$ cat config.mk
export PLATFORM = sky130hd
export DESIGN_NAME = uart_rx_ctrl
export DESIGN_NICKNAME = d
export VERILOG_FILES = /design/src/rtl/uart_rx_pkg.sv /design/src/rtl/uart_rx_edge_bit_cnt.sv /design/src/rtl/uart_rx_ctrl.sv
export SDC_FILE = /design/constraint.sdc
export NUM_CORES = 1
export LEC_CHECK = 0
export CAP_MARGIN = 20
export CORE_MARGIN = 1.5
export CORE_UTILIZATION = 55
export DETAILED_ROUTE_END_ITERATION = 10
export MAX_ROUTING_LAYER = met4
export PLACE_DENSITY = 0.83
export SLEW_MARGIN = 10
export SYNTH_ARGS = -nofsm -noshare
export SYNTH_HDL_FRONTEND = slang
export SYNTH_SLANG_ARGS = --single-unit
$ cat constraint.sdc
create_clock -name clk -period 4.95 [get_ports clk]
set_input_delay 0.495 -clock clk [delete_from_list [all_inputs] [get_ports clk]]
set_output_delay 0.495 -clock clk [all_outputs]
set_load 0.01 [all_outputs]
$ cat src/rtl/uart_rx_pkg.sv
// Shared types and constants for the UART receive path.
package uart_rx_pkg;

   typedef enum logic [2:0] {
      IDLE   = 3'd0,
      START  = 3'd1,
      DATA   = 3'd2,
      PARITY = 3'd3,
      STOP   = 3'd4,
      DONE   = 3'd5
   } rx_state_e;

   localparam logic PAR_EVEN = 1'b0;
   localparam logic PAR_ODD  = 1'b1;

   localparam int PRESC_8  = 8;
   localparam int PRESC_16 = 16;
   localparam int PRESC_32 = 32;

endpackage

$ cat src/rtl/uart_rx_edge_bit_cnt.sv
// Oversample (edge) counter wrapping at edge_end, plus a data-bit counter stepped by bit_inc.
module uart_rx_edge_bit_cnt
   import uart_rx_pkg::*;
#(
   parameter int PRESC_W = 6,
   parameter int BIT_W   = 3
) (
   input  logic               clk,
   input  logic               rst_n,
   input  logic               clr,
   input  logic               en,
   input  logic               bit_inc,
   input  logic [PRESC_W-1:0] edge_end,
   output logic [PRESC_W-1:0] edge_cnt,
   output logic [BIT_W-1:0]   bit_cnt,
   output logic               edge_last
);

   assign edge_last = (edge_cnt == edge_end);

   always_ff @(posedge clk or negedge rst_n) begin
      if (!rst_n) begin
         edge_cnt <= '0;
         bit_cnt  <= '0;
      end else if (clr) begin
         edge_cnt <= '0;
         bit_cnt  <= '0;
      end else if (en) begin
         edge_cnt <= edge_last ? '0 : edge_cnt + PRESC_W'(1);
         if (bit_inc) bit_cnt <= bit_cnt + BIT_W'(1);
      end
   end

endmodule

$ cat src/rtl/uart_rx_ctrl.sv
// UART receive frame controller: start detect, bit sequencing, parity/stop checks, data_valid.
module uart_rx_ctrl
   import uart_rx_pkg::*;
#(
   parameter int WIDTH   = 8,
   parameter int PRESC_W = 6
) (
   input  logic               clk,
   input  logic               rst_n,
   input  logic               rx_in,
   input  logic [PRESC_W-1:0] prescale,
   input  logic               par_en,
   input  logic               par_typ,
   input  logic               sampled_bit,
   input  logic [WIDTH-1:0]   p_data,
   output logic [PRESC_W-1:0] edge_cnt,
   output logic               dat_samp_en,
   output logic               deser_en,
   output logic               data_valid,
   output logic               par_err,
   output logic               stp_err
);

   localparam int BIT_W = (WIDTH > 1) ? $clog2(WIDTH) : 1;

   rx_state_e          state, next_state;
   logic [PRESC_W-1:0] presc_q, dec_pt, edge_end;
   logic               par_en_q, par_typ_q;
   logic [BIT_W-1:0]   bit_cnt;
   logic               edge_last, at_dec, last_bit, frame_start;
   logic               cnt_clr, bit_inc;

   // Decision point sits a little past mid-bit so the 3-sample majority has settled.
   assign dec_pt      = (presc_q >> 1) + PRESC_W'(2);
   assign edge_end    = presc_q - PRESC_W'(1);
   assign at_dec      = (edge_cnt == dec_pt);
   assign last_bit    = (bit_cnt == BIT_W'(WIDTH - 1));
   assign frame_start = (state == IDLE) && !rx_in;

   // Counters are held at zero in IDLE/DONE and cleared on the way into them,
   // so the first START cycle always sees edge_cnt = 0.
   assign cnt_clr = (state == IDLE) || (next_state == IDLE) || (next_state == DONE);
   assign bit_inc = (state == DATA) && edge_last && !last_bit;

   uart_rx_edge_bit_cnt #(
      .PRESC_W (PRESC_W),
      .BIT_W   (BIT_W)
   ) u_cnt (
      .clk       (clk),
      .rst_n     (rst_n),
      .clr       (cnt_clr),
      .en        (dat_samp_en),
      .bit_inc   (bit_inc),
      .edge_end  (edge_end),
      .edge_cnt  (edge_cnt),
      .bit_cnt   (bit_cnt),
      .edge_last (edge_last)
   );

   always_ff @(posedge clk or negedge rst_n) begin
      if (!rst_n) state <= IDLE;
      else        state <= next_state;
   end

   always_comb begin
      next_state  = state;
      dat_samp_en = 1'b0;
      deser_en    = 1'b0;
      data_valid  = 1'b0;
      case (state)
         IDLE: begin
            if (!rx_in) next_state = START;
         end
         START: begin
            dat_samp_en = 1'b1;
            if (at_dec && sampled_bit) next_state = IDLE;
            else if (edge_last)        next_state = DATA;
         end
         DATA: begin
            dat_samp_en = 1'b1;
            deser_en    = at_dec;
            if (edge_last && last_bit) next_state = par_en_q ? PARITY : STOP;
         end
         PARITY: begin
            dat_samp_en = 1'b1;
            if (edge_last) next_state = STOP;
         end
         STOP: begin
            dat_samp_en = 1'b1;
            if (at_dec) next_state = DONE;
         end
         DONE: begin
            data_valid = ~par_err & ~stp_err;
            next_state = IDLE;
         end
         default: next_state = IDLE;
      endcase
   end

   // Frame configuration is frozen for the whole frame.
   always_ff @(posedge clk or negedge rst_n) begin
      if (!rst_n) begin
         presc_q   <= PRESC_W'(PRESC_8);
         par_en_q  <= 1'b0;
         par_typ_q <= PAR_EVEN;
      end else if (frame_start) begin
         presc_q   <= prescale;
         par_en_q  <= par_en;
         par_typ_q <= par_typ;
      end
   end

   always_ff @(posedge clk or negedge rst_n) begin
      if (!rst_n) begin
         par_err <= 1'b0;
         stp_err <= 1'b0;
      end else if (frame_start) begin
         par_err <= 1'b0;
         stp_err <= 1'b0;
      end else if ((state == PARITY) && at_dec) begin
         par_err <= (sampled_bit != ((^p_data) ^ par_typ_q));
      end else if ((state == STOP) && at_dec) begin
         stp_err <= ~sampled_bit;
      end
   end

endmodule

# [Yosys cells after proc, flatten, opt, wreduce, memory -nomap -nowiden]
# Index checks and enable logic that the tools add are counted.
[totals] regBits=22 latch_bits=0 ram_bits=0 rom_bits=0 in_bits=20 out_inout_bits=11 n_memories=0
[op_classes] addsub=4 mul=0 div=0 magnitude_cmp=0 eq_ne=11 shift=0 muxes=22 n_bitwise=5 reduce_logical=21
[op_table] operator="$mux W3" count=10
[op_table] operator="$mux W6" count=3
[op_table] operator="$pmux W3 S5" count=1
[op_table] operator="$eq A3 B3 Y1 const B" count=4
[op_table] operator="$eq A6 B6 Y1" count=2
[op_table] operator="$mux W1" count=8
[op_table] operator="$reduce_bool A2 Y1" count=4
[op_table] operator="$reduce_xor A8 Y1" count=1
[op_table] operator="$logic_and A1 B1 Y1" count=7
[op_table] operator="$add A5 B2 Y6 const B" count=1
[op_table] operator="$add A6 B1 Y6 const B" count=1
[op_table] operator="$eq A3 B2 Y1 const B" count=2
[op_table] operator="$logic_not A3 Y1" count=2
[op_table] operator="$sub A6 B1 Y6 const B" count=1
[op_table] operator="$reduce_and A2 Y1" count=2
[op_table] operator="$reduce_or A4 Y1" count=1
[op_table] operator="$add A3 B1 Y3 const B" count=1
[op_table] operator="$eq A3 B1 Y1 const B" count=1
[op_table] operator="$not A1 Y1" count=3
[op_table] operator="$logic_not A1 Y1" count=2
[op_table] operator="$logic_or A1 B1 Y1" count=2
[op_table] operator="$ne A2 B2 Y1 const B" count=1
[op_table] operator="$and A1 B1 Y1" count=1
[op_table] operator="$ne A1 B1 Y1" count=1
[op_table] operator="$xor A1 B1 Y1" count=1

# [Depth between registers and ports, before layout]
# Gate-level depths: netlist of the first run.
[logic_depth] word_depth=10 depth_mapped=8 ltp_nobuf=8

# [By module]
# From an unflattened synthesis of the first run, not the netlist that was laid out.
[unflattened] cells_unflattened=159 hier_area_um2=1569.0
[modules_own_cells] module="uart_rx_ctrl" instances=1 cells_each=101 area_per_inst_um2=989.7 seq_area_each_um2=326.6
[modules_own_cells] module="uart_rx_edge_bit_cnt" instances=1 cells_each=58 area_per_inst_um2=579.3 seq_area_each_um2=225.2

# [Least setup slack after synthesis of the first run]
# Ideal clock, no wire load.
[synth_path] path_kind="reg-to-output" from="register presc_q[3]" to="output deser_en" arrival_time_ps=1859 slack_ps=2596 path_stages_with_launch=6 path_cell_list="dfstp_2 ha_1 nand3b_1 a221o_1 a211o_1 nor3_1"
[synth_via] elab_chain_cells=3
[synth_lines] element="start, declared" line="uart_rx_ctrl.sv:27" rtl="logic [PRESC_W-1:0] presc_q, dec_pt, edge_end;"
[synth_lines] element="start signal, assigned" line="uart_rx_ctrl.sv:103" rtl="presc_q <= PRESC_W'(PRESC_8);"
[synth_lines] element="start signal, assigned" line="uart_rx_ctrl.sv:107" rtl="presc_q <= prescale;"
[synth_lines] element="$add A5 B2 Y6" line="uart_rx_ctrl.sv:34" rtl="assign dec_pt = (presc_q >> 1) + PRESC_W'(2);"
[synth_lines] element="$eq A6 B6 Y1" line="uart_rx_ctrl.sv:36" rtl="assign at_dec = (edge_cnt == dec_pt);"
[synth_lines] element="$mux W1" line="uart_rx_ctrl.sv:70" rtl="case (state)"
[synth_lines] element="end, declared" line="uart_rx_ctrl.sv:18" rtl="output logic deser_en,"
# Every way passes these cells.

# [Worst setup path in the final report of the first run]
# Same ends and word-level chain as after synthesis.

==> results of run 1 <==
==> metal layers <==
metal	global-route usage	share of wire	vias up
met4	0.08844	0.023	0
met3	0.02326	0.027	10
li1	-	-	614
met1	0.2855	0.43	623
met5	-	0	-
met2	0.3950	0.52	29
==> power by group <==
part | leakage, uW | switching, uW | internal (uW)
Clock | 0.0000279 | 56.0 | 81.8
Combinational | 0.000447 | 318 | 295
Sequential | 0.000280 | 102 | 242
Total | 0.000754 | 476 | 619
==> sequential cells by signal, summed over array words and instances, names as in the netlist <==
signal and flops:
state 3, stp_err 1, u_cnt.bit_cnt 3, par_en_q 1, par_err 1, u_cnt.edge_cnt 6, presc_q 6, par_typ_q 1
==> area by class of cell <==
cell class,instances,area [um2],share of cell area
Multi-Input combinational cell,120,952.2,0.4907
Inverter,6,22.52,0.01161
Sequential cell,22,551.8,0.2843
Timing Repair Buffer,32,322.8,0.1663
Clock buffer,3,22.52,0.01161
Tap cell,31,38.79,0.01999
Clock inverter,1,30.03,0.01547
==> cell usage in the layout (no fill, tap or decap), types with 2 or more instances in the layout <==
cell,n
nor2b_1,2
and3_1,3
a211oi_1,3
clkdlybuf4s50_1,30
nor4_1,2
xnor2_1,21
clkbuf_4,3
nor2_1,4
xor2_1,6
o31a_1,2
o21bai_1,2
nand2b_1,3
ha_1,7
or2_2,3
nand3_1,4
dfrtp_1,21
mux2i_1,2
o31ai_1,2
a21oi_1,2
o21ai_0,8
nor3_1,8
nor4_4,2
a211o_1,2
mux2_2,3
inv_1,6
nand2_1,10
==> worst max-delay path: stages, from the launching register on <==
cell,delay (ns)
dfstp_2,0.63
ha_1,0.25
nand3b_1,0.10
a221o_1,0.34
a211o_1,0.38
nor3_1,0.19
clkdlybuf4s50_1,0.56
==> metrics by stage <==
| step | hold WS [ns] | cell area [um2] |
|---|---|---|
| final | 0.4944 | 1941 |
| after global routing | 0.5133 | 1941 |
| after CTS | 0.5026 | 1926 |
| after detailed placement | 0.4784 | 1873 |
| after global placement | 0.4747 | 1873 |
| after floorplan | 0.1994 | 1544 |
==> cells by family after synthesis <==
family / count (synthesis) / synth area share
buffers and inverters: 11 / 0.02998
AND/OR/NAND/NOR: 51 / 0.2123
adder cells (fa/ha/maj): 7 / 0.05672
flip-flops: 22 / 0.3574
multiplexers: 5 / 0.03484
AO/OA/AOI/OAI: 30 / 0.1556
XOR/XNOR: 27 / 0.1532
==> worst max path at each step <==
| stage | to | start | depth (start not counted) | slack, ns |
|---|---|---|---|---|
| 3_5_place_dp | deser_en | presc_q[3] | 6 | 2.08 |
| 2_1_floorplan | deser_en | presc_q[3] | 5 | 2.60 |
| 4_1_cts | deser_en | presc_q[3] | 6 | 1.70 |
| 5_1_grt | deser_en | presc_q[3] | 6 | 1.55 |
| 6_report | deser_en | presc_q[3] | 6 | 1.70 |
| 3_3_place_gp | deser_en | presc_q[3] | 6 | 2.09 |
==> results.py, run 1 <==
metrics = {
    "clock_network": {
        "cts_buffers": 3,
        "clock_sinks": 22,
        "worstSkewPairLatency_ns": 0.31,
        "clock_path_buffers": 2,
        "cts_resized": 0,
        "hold_buffers": 0,
        "path_clk_slew_ns": 0.13,
        "cts_tree": "built",
        "postCtsSetupBuffers": 0,
        "cts_max_level": 1,
        "cts_root_buffer": "clkbuf_4",
    },
    "worst_setup_path": {
        "r2r_end": "u_cnt.bit_cnt[2]",
        "rrSetupSlack_ns": 2.37,
        "rr_startpoint": "presc_q[3]",
        "arrival_ns": 2.76,
        "crit_fanout": 6,
        "start_kind": "flop",
        "end_kind": "output port",
        "crit_type": "reg2out",
        "worstPathRequired_ns": 4.45,
        "r2r_cells": 7,
    },
    "global_route": {
        "grt_pass1_vias": 1269,
        "grt_pass1_wl_mm": 5.658,
        "antenna_found_initial": 0,
        "grt.total_usage": 0.2322,
        "grt_overflow_total": 0,
        "grt_start_max_net_pins": 23,
    },
    "logic_synthesis": {
        "ys_warn_count": 0,
        "synthArstFlopShare": 1.000,
        "synth_area_per_cell_um2": 10.09,
        "syn-cell-area_mm2": 0.001544,
        "yosys.area.top_type": "dfrtp_1",
        "syn-num-nets": 180,
        "ys_ff_latch": 22,
        "synthFlopType": "dfrtp_1",
        "ys_top_cells_by_area": "dfrtp_1 34%, xnor2_1 12%, ha_1 5.7%",
        "synthTopCellsByCount": "21 x dfrtp_1, 21 x xnor2_1, 10 x nand2_1",
        "seq_area_frac_synth": 0.3574,
        "synth-edff-count": 0,
        "synth_top_area_frac": 0.3404,
        "syn_inst": 153,
        "synthDistinctLibCells": 46,
    },
    "layout": {
        "area_delta_synth_final_pct": 25.69,
        "drive_above_1_share": 0.1304,
        "nNetsFinal": 212,
        "fill_cells": 212,
        "final-instance-count-excl-fill": 215,
        "diodes": 0,
        "finish.utilization": 0.7161,
    },
    "floorplan": {
        "die_w_um": 55.99,
        "rows": 19,
        "die_h_um": 55.99,
        "dieArea_mm2": 0.003134,
        "coreArea_mm2": 0.002710,
        "start_util": 0.5697,
        "num_io_pins": 31,
    },
    "timing": {
        "maxSlewHeadroom": 0.5380,
        "fin_setup_tns_ns": 0,
        "max_freq_mhz": 307.5,
        "tightestPinTransition_ns": 0.6872,
        "fin_crit_ns": 3.252,
        "hold_viol_final": 0,
        "finalClockSkew_ns": 0.008196,
        "fin_ws_ns": 1.698,
        "setup_viol": 0,
        "period_share": 0.6569,
        "rsz0062_at_grt": "no",
        "drv_slew": 0,
    },
    "placed_design": {
        "gp_congestion": 0.9174,
        "portBuffers": 30,
        "dp.cells": 210,
        "pre_cts_slack_ns": 2.077,
        "hpwl_mm": 2.638,
    },
    "status": {
        "outcome": "complete, no violations",
    },
    "routing": {
        "drt-initial-drc-count": 33,
        "post_drt_wl_per_cell_um": 15.69,
        "vias_per_cell": 5.935,
        "ant_nets": 0,
        "firstDrtPassIters": 4,
        "via_count": 1276,
        "drt_wl_total_mm": 3.373,
        "drc": 0,
    },
    "power_and_ir_drop": {
        "totalPowerFinal_uw": 1094,
        "powerDensity_mw_per_mm2": 563.9,
        "vdd_ir_drop_max_mv": 0.4191,
        "leakage_uw": 0.0007544,
    },
    "worst_hold_path": {
        "hp-class": "in2async",
    },
    "job": {
        "maxCapViolCount": 0,
    },
}
(Power assumes the default switching activity.)
==> inputs of run 2 (changes only) <==
--- a/config.mk
+++ b/config.mk
@@ -7,10 +7,10 @@
 export LEC_CHECK = 0
 export CAP_MARGIN = 20
 export CORE_MARGIN = 1.5
-export CORE_UTILIZATION = 55
+export CORE_UTILIZATION = 51
 export DETAILED_ROUTE_END_ITERATION = 10
 export MAX_ROUTING_LAYER = met4
-export PLACE_DENSITY = 0.83
+export PLACE_DENSITY = 0.77
 export SLEW_MARGIN = 10
 export SYNTH_ARGS = -nofsm -noshare
 export SYNTH_HDL_FRONTEND = slang
==> constraint.sdc (replaced) <==
create_clock -name clk -period 3.4 [get_ports clk]
set_input_delay 0.34 -clock clk [delete_from_list [all_inputs] [get_ports clk]]
set_output_delay 0.34 -clock clk [all_outputs]
set_load 0.01 [all_outputs]
==> results.py, run 2 (synthesized netlist as in run 1, its figures left out) <==
metrics = {
    "status": {
        "outcome": "complete, no violations",
    },
    "global_route": {
        "grt_pass1_wl_mm": 5.768,
        "grt_pass1_vias": 1315,
        "grt_start_max_net_pins": 23,
        "antenna_found_initial": 0,
        "grt_overflow_total": 0,
        "grt.total_usage": 0.2332,
    },
    "worst_setup_path": {
        "rrSetupSlack_ns": 0.80,
        "rr_startpoint": "presc_q[3]",
        "r2r_end": "u_cnt.edge_cnt[2]",
        "r2r_cells": 7,
        "start_kind": "flop",
        "crit_start": "presc_q[3]",
        "crit_path_end": "deser_en",
        "crit_type": "reg2out",
        "crit_fanout": 6,
        "worstPathRequired_ns": 3.06,
        "arrival_ns": 2.76,
        "end_kind": "output port",
    },
    "power_and_ir_drop": {
        "vdd_ir_drop_max_mv": 0.4867,
        "leakage_uw": 0.0007400,
        "p_int_uw": 845.2,
        "comb_power_share": 0.577,
        "p_sw_frac": 0.4521,
        "power.switching_uw": 697.4,
        "power_frac_clock": 0.098,
        "powerDensity_mw_per_mm2": 807.9,
        "pwr-share-seq": 0.325,
    },
    "floorplan": {
        "dieArea_mm2": 0.003366,
        "rows": 19,
        "coreArea_mm2": 0.002805,
        "start_util": 0.5504,
        "num_io_pins": 31,
        "die_h_um": 58.02,
        "die_w_um": 58.02,
    },
    "routing": {
        "drt_wl_total_mm": 3.444,
        "vias_per_cell": 5.860,
        "drc": 0,
        "via_count": 1254,
        "ant_nets": 0,
        "drt-initial-drc-count": 38,
        "post_drt_wl_per_cell_um": 16.09,
        "firstDrtPassIters": 6,
    },
    "timing": {
        "max_freq_mhz": 322.1,
        "finalClockSkew_ns": 0.006351,
        "fin_crit_ns": 3.105,
        "setup_viol": 0,
        "fin_setup_tns_ns": 0,
        "drv_slew": 0,
        "hold_viol_final": 0,
        "period_share": 0.9131,
        "rsz0062_at_grt": "no",
        "maxSlewHeadroom": 0.3318,
        "tightestPinTransition_ns": 0.9992,
    },
    "clock_network": {
        "cts_root_buffer": "clkbuf_4",
        "clock_sinks": 22,
        "postCtsSetupBuffers": 0,
        "cts_resized": 0,
        "path_clk_slew_ns": 0.13,
        "cts_buffers": 3,
        "cts_max_level": 1,
        "worstSkewPairLatency_ns": 0.31,
        "clock_path_buffers": 2,
        "cts_tree": "built",
        "hold_buffers": 0,
    },
    "worst_hold_path": {
        "hp-start": "u_cnt.bit_cnt[0]",
        "hold_depth": 1,
        "hp-class": "reg2reg",
    },
    "layout": {
        "reg_top3": "presc_q: 6 flops, u_cnt.edge_cnt: 6 flops",
        "drive_above_1_share": 0.1257,
        "area_delta_synth_final_pct": 23.66,
        "layout_commonest_cell": "clkdlybuf4s50_1",
        "diodes": 0,
        "fill_cells": 234,
        "finish.utilization": 0.6806,
        "nNetsFinal": 211,
        "mostFrequentLayoutCells": "30 x clkdlybuf4s50_1, 21 x xnor2_1, 21 x dfrtp_1",
    },
    "placed_design": {
        "gp_congestion": 0.8211,
        "portBuffers": 30,
        "hpwl_mm": 2.690,
    },
    "job": {
        "maxCapViolCount": 0,
    },
}
## run 2: per-stage QoR
| stage | std cells | hold slack [ns] | setup WS [ns] | total power [uW] | instance area (um2) |
|---|---|---|---|---|---|
| floorplan | 153 | 0.04441 | 1.100 | 1153 | 1544 |
| global placement | 210 | 0.4669 | 0.7285 | 1348 | 1873 |
| detailed placement | 210 | 0.4939 | 0.6467 | 1390 | 1873 |
| CTS | 214 | 0.5179 | 0.2850 | 1545 | 1909 |
| global route | 214 | 0.5492 | 0.2063 | 1663 | 1909 |
| finish | 214 | 0.5127 | 0.2955 | 1543 | 1909 |
## run 2: metal layers
layer | wire [um] | up-vias | GRT usage
li1 | - | 611 | -
met2 | 1660 | 36 | 0.3636
met3 | 156 | 12 | 0.03348
met5 | 0 | - | -
met4 | 110 | 0 | 0.1063
met1 | 1518 | 595 | 0.3016
## run 2: power by group through the flow
stage,sequential [uW],clock (uW),combinational [uW]
3_5_place_dp,506,0,884
6_report,502,151,890
4_1_cts,499,155,890
2_1_floorplan,453,0,700
5_1_grt,523,166,973
3_3_place_gp,496,0,852
## run 2: worst max-delay path, stage by stage (launching register included)
cell             delay [ns]
dfstp_2                0.63
ha_1                   0.26
nand3b_1               0.10
a221o_1                0.34
a211o_1                0.36
nor3_1                 0.20
clkdlybuf4s50_1        0.56
## run 2: final cells by class
cell class / count / area [um2] / share of cell area
Sequential cell: 22 / 551.8 / 0.2890
Inverter: 6 / 22.52 / 0.01180
Multi-Input combinational cell: 120 / 952.2 / 0.4987
Clock buffer: 4 / 36.28 / 0.01900
Tap cell: 31 / 38.79 / 0.02031
Timing Repair Buffer: 31 / 307.8 / 0.1612
## run 2: how the worst min path moves through the flow
stage                       end  slack [ns]
2_1_floorplan          par_en_q        0.04
5_1_grt        u_cnt.bit_cnt[0]        0.55
3_3_place_gp   u_cnt.bit_cnt[0]        0.47
3_5_place_dp   u_cnt.bit_cnt[0]        0.49
4_1_cts        u_cnt.bit_cnt[0]        0.52
6_report       u_cnt.bit_cnt[0]        0.51
==> RTL edit 1: new RTL, settings of run 1 <==
The 6 states of `rx_state_e` get a Gray code encoding in 3 bits.
--- a/src/rtl/uart_rx_pkg.sv
+++ b/src/rtl/uart_rx_pkg.sv
@@ -4,8 +4,8 @@
    typedef enum logic [2:0] {
-      IDLE   = 3'd0,
-      START  = 3'd1,
-      DATA   = 3'd2,
-      PARITY = 3'd3,
-      STOP   = 3'd4,
-      DONE   = 3'd5
+      IDLE   = 3'b000,
+      START  = 3'b001,
+      DATA   = 3'b011,
+      PARITY = 3'b010,
+      STOP   = 3'b110,
+      DONE   = 3'b111
    } rx_state_e;
Check against the original RTL: no difference found for any inputs over 10 cycles, from zero or initial values and one cycle with rst_n low; not proved beyond that.
==> RTL edit 1 against run 1 <==
  * Count of clock-buffer cells in the layout rose by 1
  * Synthesized area is 4.9% lower
  * Clock skew fell by 0.0069 ns
  * Non-clock buffer count decreased by 1
  * Routed wire length shrank 11%
  * Sequential cell count unchanged
  * Combinational power shrank 16%
  * Cell area decreased by 5.3%
  * Clock power fell by 29%
  * Total power shrank 14%
  * Setup slack worse by 0.041 ns
  * Critical path type unchanged
  * Critical endpoint unchanged
  * Largest cell class unchanged
==> RTL edit 1: results (changes against run 1) <==
* Share of layout cells above drive strength 1 at 0.114 (-0.0169)
* Post-Synth Adder-Cell Area at 0.0596 (+0.00290)
* Worst-path clk slew at 0.12 ns
* Reg-to-Reg End: par_err
* Final nets at 213 (+0.47%)
* Distinct cells, synth at 42 (-8.7%)
* Postcts setup bufs at 0 (unchanged)
* WL final at 3.02 mm (-11%)
* Synth Area in Compound Gates at 0.122 (-0.0338)
* Drt initial violations at 12 (-64%)
* Synth top area cells: dfrtp_1 36%, xnor2_1 12%, ha_1 6.0%
* Layout Skew at 0.00126 ns (-0.00694 ns)
* CP arrival at 2.80 ns (+0.04 ns)
* Post-Syn Nets at 183 (+1.7%)
* R2R depth at 8 (+1)
* All-Layer GR Usage at 0.243 (+0.0107)
* Setup slack, reg-to-reg at 2.46 ns (+0.09 ns)
* VDD IR max at 406 uV (-3.1%)
* Global-route wire length before repair at 5.08 mm (-10%)
* Initial antenna violation count at 0 (unchanged)
* Top post-synthesis cells by count: 23 x nand2_1, 21 x dfrtp_1, 20 x xnor2_1
* Top-count cell post-synth: nand2_1
* Top Family by Delay on Critical Path: buffers and inverters
* Clock Latency Late Sink at 0.30 ns
* Total number of vias at 1,179 (-7.6%)
* Slew @ Worst Pin at 0.689 ns (+0.00179 ns)
* Multiplexer area fraction after synthesis at 0.0136 (-0.0212)
* Routability Congestion at 0.916 (-0.21%)
* Synth Warn # at 0 (unchanged)
* Status: completed
* Hpwl dp at 2.42 mm (-8.1%)
* XOR/XNOR Fraction of Synth Area at 0.167 (+0.0138)
* P_leak at 0.774 nW (+2.6%)
* Sequential fraction of the synthesis area at 0.376 (+0.0183)
## RTL edit 1: final cells by class
type	count	area, sq um
inverter	8	30.0
timing repair buffer	31	315
sequential	22	552
tap	30	37.5
multi-input combinational	120	867
clock buffer	4	36.3
fill	184	662
## RTL edit 1: cells by family after synthesis
| logic type | Yosys count |
|---|---|
| XOR/XNOR | 28 |
| AND/OR/NAND/NOR | 60 |
| AO/OA/AOI/OAI | 23 |
| buffers and inverters | 14 |
| adder cells (fa/ha/maj) | 7 |
| multiplexers | 2 |
| flip-flops | 22 |
## RTL edit 1: worst max path at each step
stage | cells past startpoint | slack [ns] | from | to
6_report | 7 | 1.66 | presc_q[3] | deser_en
3_3_place_gp | 7 | 2.22 | presc_q[3] | deser_en
2_1_floorplan | 6 | 2.72 | presc_q[3] | deser_en
3_5_place_dp | 7 | 2.06 | presc_q[3] | deser_en
4_1_cts | 7 | 1.69 | presc_q[3] | deser_en
5_1_grt | 7 | 1.43 | presc_q[3] | deser_en
## RTL edit 1: through the flow
step	area (sq um)	std cells	hold WS [ns]	worst slack, ns
6_report	1840	215	0.456	1.66
5_1_grt	1840	215	0.469	1.43
4_1_cts	1810	214	0.523	1.69
3_5_place_dp	1780	210	0.492	2.06
3_3_place_gp	1780	210	0.487	2.22
2_1_floorplan	1470	156	0.199	2.72
## RTL edit 1: power by group
part	total (W)	leakage (nW)	switching, W	internal, W
registers	0.000332	0.285	0.0000962	0.000236
clock network	0.0000982	0.0210	0.0000534	0.0000449
logic	0.000512	0.468	0.000264	0.000248
## RTL edit 1: metal layers
metal / vias up / share of wire / GRT usage
li1: 588 / - / -
met4: 0 / 0.0096 / 0.0875
met1: 565 / 0.44 / 0.270
met3: 4 / 0.022 / 0.0464
met2: 22 / 0.52 / 0.429
met5: - / 0 / -
==> RTL edit 2: new RTL, settings of run 1 <==
Made on the original files. `PRESC_W` is set to 6 in 2 places; all go to 4.
--- a/src/rtl/uart_rx_edge_bit_cnt.sv
+++ b/src/rtl/uart_rx_edge_bit_cnt.sv
@@ -4,3 +4,3 @@
 #(
-   parameter int PRESC_W = 6,
+   parameter int PRESC_W = 4,
    parameter int BIT_W   = 3
--- a/src/rtl/uart_rx_ctrl.sv
+++ b/src/rtl/uart_rx_ctrl.sv
@@ -5,3 +5,3 @@
    parameter int WIDTH   = 8,
-   parameter int PRESC_W = 6
+   parameter int PRESC_W = 4
 ) (
Ports: changed (resized edge_cnt and prescale); port bits go from 31 to 27. No check against the original RTL was run, so the function may have changed too.
==> RTL edit 2 against run 1 <==
  * Routed wire length is 32% lower
  * Combinational power is 29% lower
  * Largest power group unchanged
  * Die area is 23% lower
  * Sequential cell count is 4 lower
  * Cell count is 22% lower
  * Global-route usage is 1.1 points lower
  * Setup slack better by 0.39 ns
  * Cell area is 24% lower
  * Fmax is 14% higher
  * First-iteration DRC count is 27% lower
  * Total power is 29% lower
  * Synthesized area is 25% lower
==> RTL edit 2: results (changes against run 1) <==
* Vias in the first global route at 864 (-32%)
* Routability Congestion at 0.813 (-11%)
* Post-DR wirelength/cell at 13.7 um (-12%)
* Share of layout cells above drive strength 1 at 0.129 (-0.00186)
* Post-Syn Nets at 137 (-24%)
* Layout Skew at 0.00529 ns (-0.00291 ns)
* Post-CTS Resized at 0 (unchanged)
* DP Area at 1440 sq um (-23%)
* Hpwl dp at 1.76 mm (-33%)
* Slowest cell delay on critical path at 0.57 ns (-0.06 ns)
* VDD IR max at 375 uV (-11%)
* Distinct cells, synth at 32 (-30%)
* Worst-path clk slew at 0.11 ns (-0.02 ns)
* Top post-synthesis cells by count: 17 x dfrtp_1, 15 x xnor2_1, 8 x nand2_1, 8 x nor2_1, 7 x nor3_1
* P_leak at 0.604 nW (-20%)
* Vias per std cell at 5.29 (-11%)
* Sequential fraction of the synthesis area at 0.388 (+0.0308)
* I/O Buffers at 26 (-13%)
* Global-route wire length before repair at 3.90 mm (-31%)
* Status: completed
* Drt initial violations at 24 (-27%)
* Top Family by Delay on Critical Path: buffers and inverters
* Pin count of the biggest net entering global routing at 19 (-17%)
* Crit path max-delay cell type: dfstp_2
* All-Layer GR Usage at 0.221 (-0.0112)
* Synth Area in Compound Gates at 0.110 (-0.0459)
* Final nets at 164 (-23%)
* Post-synth ARST share at 1.00 (unchanged)
* Synth top area cells: dfrtp_1 37%, xnor2_1 11%, ha_1 5.4%
[RTL edit 2: cell type report]
cell class	count	area, sq um
Inverter	5	18.8
Timing Repair Buffer	26	260
Clock buffer	4	36.3
Sequential cell	18	452
Tap cell	27	33.8
Fill cell	139	503
Multi-Input combinational cell	87	678
[RTL edit 2: layer usage]
metal  global-route usage  up-vias  part of all wire
li1                     -      449                 -
met1                0.291      410              0.47
met2                0.349       20              0.48
met3               0.0460        5             0.040
met4               0.0571        0             0.011
met5                    -        -                 0
[RTL edit 2: logic make-up after synthesis]
| group | Yosys count |
|---|---|
| XOR/XNOR | 22 |
| buffers and inverters | 9 |
| adder cells (fa/ha/maj) | 5 |
| multiplexers | 8 |
| flip-flops | 18 |
| AO/OA/AOI/OAI | 16 |
| AND/OR/NAND/NOR | 36 |
[RTL edit 2: where the power goes]
group | switching [W] | leakage [nW] | internal (W)
combinational | 0.000210 | 0.350 | 0.000225
clock | 0.0000475 | 0.0210 | 0.0000449
sequential | 0.0000595 | 0.233 | 0.000193
[RTL edit 2: final timing paths]
path | to | slack, ns | cells after the start
max in group asynchronous | u_cnt.bit_cnt[0] | 3.78 | 1
min in group asynchronous | presc_q[1] | 0.66 | 1
worst max-delay path | deser_en | 2.09 | 6
worst max register to register | u_cnt.edge_cnt[0] | 2.44 | 7
worst min-delay path | par_typ_q | 0.54 | 1
worst min register to register | par_typ_q | 0.54 | 1
[RTL edit 2: through the flow]
step           instances  setup WS [ns]  hold slack [ns]
2_1_floorplan        114           2.68            0.199
3_3_place_gp         163           2.50            0.512
3_5_place_dp         163           2.44            0.517
4_1_cts              167           2.09            0.544
5_1_grt              167           1.94            0.557
6_report             167           2.09            0.544
